### src/rtl/fetch_queue.sv
// fetch_queue: first-word-fall-through instruction buffer between the
// instruction ROM (fetch side) and the decode stage.
//
// Holds up to DEPTH {pc, instruction} pairs in order. Fetch pushes with a
// valid/ready handshake, and decode pops the head with out_ready. A flush
// (branch/jump redirect) discards every buffered entry. An empty queue
// presents a NOP (all-zero instruction) at pc 0 to decode.
//
// Ports:
//   clk          rising-edge clock for all state
//   rst          synchronous active-high reset (priority over everything)
//   flush        discard all entries; ignores same-cycle push/pop
//   in_valid     fetch presents a pair
//   in_pc        pc of the incoming instruction
//   in_inst      incoming instruction word
//   in_ready     queue can accept a push (count != DEPTH)
//   out_valid    head entry valid (count != 0)
//   out_pc       pc of the head entry (0 when empty)
//   out_pc_plus4 out_pc + 4, modulo 2^32
//   out_inst     head instruction (NOP when empty)
//   out_ready    decode consumes the head this cycle
//   count        occupied entries, 0..DEPTH

module fetch_queue #(
    parameter int DEPTH  = 4,
    parameter int ADDR_W = 2
) (
    input  logic              clk,
    input  logic              rst,
    input  logic              flush,
    input  logic              in_valid,
    input  logic [31:0]       in_pc,
    input  logic [31:0]       in_inst,
    output logic              in_ready,
    output logic              out_valid,
    output logic [31:0]       out_pc,
    output logic [31:0]       out_pc_plus4,
    output logic [31:0]       out_inst,
    input  logic              out_ready,
    output logic [ADDR_W:0]   count
);

    localparam logic [ADDR_W:0]   FULL_COUNT = (ADDR_W + 1)'(DEPTH);
    localparam logic [ADDR_W:0]   CNT_ONE    = (ADDR_W + 1)'(1);
    localparam logic [ADDR_W-1:0] PTR_ONE    = ADDR_W'(1);

    logic [63:0]       mem [DEPTH];
    logic [ADDR_W-1:0] wr_ptr;
    logic [ADDR_W-1:0] rd_ptr;
    logic [ADDR_W:0]   count_q;
    logic              push;
    logic              pop;
    logic [63:0]       head;

    // No pop-enables-push bypass: in_ready depends on count only.
    assign in_ready  = (count_q != FULL_COUNT);
    assign out_valid = (count_q != '0);
    assign count     = count_q;

    assign push = in_valid & in_ready & ~flush;
    assign pop  = out_valid & out_ready & ~flush;

    // Empty queue shows a NOP at pc 0 so decode sees harmless data.
    assign head         = out_valid ? mem[rd_ptr] : 64'd0;
    assign out_pc       = head[63:32];
    assign out_inst     = head[31:0];
    assign out_pc_plus4 = out_pc + 32'd4;

    // Storage is deliberately not reset; pointers and count define validity.
    always_ff @(posedge clk) begin
        if (!rst && push) begin
            mem[wr_ptr] <= {in_pc, in_inst};
        end
    end

    always_ff @(posedge clk) begin
        if (rst || flush) begin
            wr_ptr  <= '0;
            rd_ptr  <= '0;
            count_q <= '0;
        end else begin
            if (push) begin
                wr_ptr <= wr_ptr + PTR_ONE;
            end
            if (pop) begin
                rd_ptr <= rd_ptr + PTR_ONE;
            end
            unique case ({push, pop})
                2'b10:   count_q <= count_q + CNT_ONE;
                2'b01:   count_q <= count_q - CNT_ONE;
                default: count_q <= count_q;
            endcase
        end
    end

endmodule

### config.mk
export PLATFORM = sky130hd
export DESIGN_NAME = fetch_queue
export DESIGN_NICKNAME = d
export VERILOG_FILES = /design/src/rtl/fetch_queue.sv
export SDC_FILE = /design/constraint.sdc
export NUM_CORES = 1
export LEC_CHECK = 0
export CAP_MARGIN = 20
export CORE_AREA = 5 5 304 157
export DETAILED_ROUTE_END_ITERATION = 10
export DIE_AREA = 0 0 309 162
export PLACE_DENSITY_LB_ADDON = 0.3
export SLEW_MARGIN = 30
export SYNTH_ARGS = -nofsm -noshare
export SYNTH_HDL_FRONTEND = slang
export SYNTH_SLANG_ARGS = --single-unit
### constraint.sdc
create_clock -name clk -period 3.43 [get_ports clk]
set_input_delay 0.343 -clock clk [delete_from_list [all_inputs] [get_ports clk]]
set_output_delay 0.343 -clock clk [all_outputs]
set_load 0.02 [all_outputs]
==> flow_summary_export.csv <==
group,metric,value,unit
synth,syn_nets,670,
clock_network,clkSinkCount,265,
flow_run,maxCapViolCount,0,
critical_path,critPathRequiredTime,3.09,ns
place,gp_congestion,0.7669,
clock_network,cts_root_buf,"clkbuf_16",
sta,hold_viol,0,
clock_network,cts_tree,"done",
die,die_w,309,um
clock_network,numCtsBuffers,26,
global_routing,overflow,0,
sta,finalSetupTns,-0.1726,ns
synth,ys_seq_area_share,71.07,%
global_routing,antenna_found_initial,0,
sta,worst_clock_skew,0.01474,ns
drt,drtIter0Drc,369,
drt,wl,29.58,mm
layout,final_nets,888,
drt,drc_errors,0,
critical_path,crit_end,"out_pc_plus4[19]",
die,row_count,55,
critical_path,end_kind,"primary output",
synth,yosys_warnings,0,
global_routing,grt_pass1_vias,6643,
sta,relSlewSlack,56.96,%
drt,ant_nets,0,
die,core_area,44660,um^2
die,initial_core_util,24.78,%
drt,wl_per_cell,20.68,um
status,outcome,"complete, but fails checks",
layout,antenna_cells,0,
clock_network,clk_latency,0.54,ns
die,io-pin-count,170,
sta,drv_slew,0,
clock_network,clkTransAtPathRegs,0.07,ns
place,dpl_worst_slack,-0.007616,ns
place,place_area,13660,um^2
sta,tightest_slew,0.6442,ns
drt,met1_length,13.74,mm
layout,syn_to_final_growth,34.43,%
global_routing,grt_max_degree,65,
critical_path,reg2reg_slack,0.78,ns
critical_path,r2r-start,"count[2]$_SDFFE_PP0P_",
clock_network,hold_buffers,0,
layout,drive_gt1_share,23.56,%
clock_network,htree_levels,1,
critical_path,crit_type,"flop to primary output",
critical_path,cp_data_arrival_time,3.14,ns
synth,syn_area_per_cell,18.64,um^2
global_routing,grt_pass1_wl,43.81,mm
synth,synth_area_leader_cell,"edfxtp_1",
synth,synthTopCellsByCount,"edfxtp_1, and2_1, mux4_2",
sta,rsz0062_at_grt,"yes",
synth,synthArstFlopShare,0,%
sta,max_freq,287.4,MHz
synth,synth.most_common_cell,"edfxtp_1",
drt,via_count,6231,
synth,ys_seq_elements,265,
synth,syn_inst,594,
drt,highest_layer,"met4",
pwr,p_leak,4.958,nW
sta,post-route-period-util,101.4,%
die,chipHeight,162,um
synth,synthFlopType,"edfxtp_1",
critical_path,r2r-end,"count[2]$_SDFFE_PP0P_",
drt,met2_wirelength,13.63,mm
sta,post-route-min-period,3.480,ns
synth,syn-cell-area,11070,um^2
critical_path,worstRegToRegCells,9,
global_routing,track_usage,11.59,%
critical_path,start_kind,"flop",
synth,yosysTopAreaCellShare,69.45,%
drt,viasPerCell,4.357,
drt,wl_met3,1.732,mm
sta,finalWorstSetupSlack,-0.04960,ns
place,numPortBuffers,169,
synth,ys_types,42,
synth,synth_edf_count,256,
place,dp_hpwl,19.46,mm
clock_network,clk_path_buf_depth,3,
synth,synth.area.top_cells,"edfxtp_1, mux4_2, and2_1, mux4_1, dfxtp_1",
status,violations,"setup timing",
hold_path,min_path_type,"primary input to flop",
pwr,power_density,461.6,nW/um^2
critical_path,worstPathMaxFanout,9,
layout,design_area,14880,um^2
sta,setup_viol,6,
die,dieArea,50060,um^2
pwr,peakVddDrop,0.0003148,V
drt,drt_first_pass_iters,4,
hold_path,min_path_cells,1,
worst max-delay path, stage by stage, from the launching register on:
cell and delay [ns]:
dfxtp_4 0.39, buf_12 0.16, mux4_2 0.36, nand4_1 0.16, buf_4 0.20, or4_4 0.56, buf_6 0.16, nor3_4 0.16
mux2_4 0.32, buf_6 0.13
worst min-delay path by stage:
stage,startpoint,to
2_1_floorplan,in_inst[0],mem[0][0]$_DFFE_PP_
3_3_place_gp,wr_ptr[1]$_SDFFE_PP0P_,wr_ptr[1]$_SDFFE_PP0P_
3_5_place_dp,wr_ptr[1]$_SDFFE_PP0P_,wr_ptr[1]$_SDFFE_PP0P_
4_1_cts,in_inst[0],mem[0][0]$_DFFE_PP_
5_1_grt,in_inst[0],mem[1][0]$_DFFE_PP_
6_report,in_inst[17],mem[1][17]$_DFFE_PP_
cell usage in the layout (no fill, tap or decap), types with 3 or more instances in the layout:
cell	count
nor2_1	16
mux4_1	7
nor4_4	5
clkbuf_1	9
edfxtp_1	256
clkbuf_16	27
ha_1	5
bufinv_16	3
or4_4	3
nor3_1	6
nand3_1	7
xnor2_1	17
inv_1	15
clkdlybuf4s50_1	143
dlygate4sd2_1	12
nand2_1	35
and2_4	5
buf_12	6
buf_6	12
clkinv_1	3
and4b_1	3
and3_1	4
xor2_1	12
dfxtp_1	7
clkinv_2	3
mux4_2	61
and2_1	54
buf_4	41
or2_2	3
a21oi_1	3
nand4_1	6
cell type report:
type                       count  area [um^2]
sequential                   265         7875
clock buffer                  37        723.2
fill                        4296        29780
inverter                      16        60.06
tap                          598        748.2
timing repair buffer         220         2197
clock inverter                11        132.6
multi-input combinational    283         3144
where the power goes:
part / internal [W] / switching [W]
Sequential: 0.00358 / 0.0000101
Combinational: 0.000189 / 0.000203
Clock: 0.00169 / 0.00119
Total: 0.00546 / 0.00141
stage by stage:
step	utilization [%]	hold WS, ns	cells	total power [W]
2_1_floorplan	-	0.4419	594	0.003815
3_3_place_gp	30.60	0.4970	1362	0.004049
3_5_place_dp	30.60	0.5084	1362	0.004053
4_1_cts	32.97	0.4000	1424	0.006979
5_1_grt	33.32	0.4156	1430	0.007139
6_report	33.32	0.4400	1430	0.006870
sequential cells by signal, indices dropped and copies added, names as in the netlist, named ones only:
signal,count
mem,256
count,3
rd_ptr,2
wr_ptr,2
routing by layer:
metal  vias up  track usage, %
met5         -               0
met4         0           1.900
met3        36           2.854
met2       175           18.34
met1      3244           16.55
li1       2776               -
logic make-up (layout without fill, tap and decap cells):
| logic type | Yosys count | after routing | share of synthesized area [%] |
|---|---|---|---|
| buffers and inverters | 47 | 284 | 2.204 |
| xor gates and xnor gates | 32 | 32 | 2.532 |
| AOI/OAI and AO/OA | 8 | 8 | 0.4747 |
| muxes | 69 | 69 | 14.28 |
| DFF | 265 | 265 | 71.07 |
| adders and majority gates | 7 | 7 | 0.8590 |
| and+or+nand+nor | 166 | 167 | 8.579 |
timing repair:
action / CTS / global route
resized for setup: 79 / 36
setup endpoints to repair: 58 / 15
cloned: 2 / 0
pin swaps: 9 / 9
setup buffers: 12 / 6
Note: power is estimated with default switching activity, not from simulation.
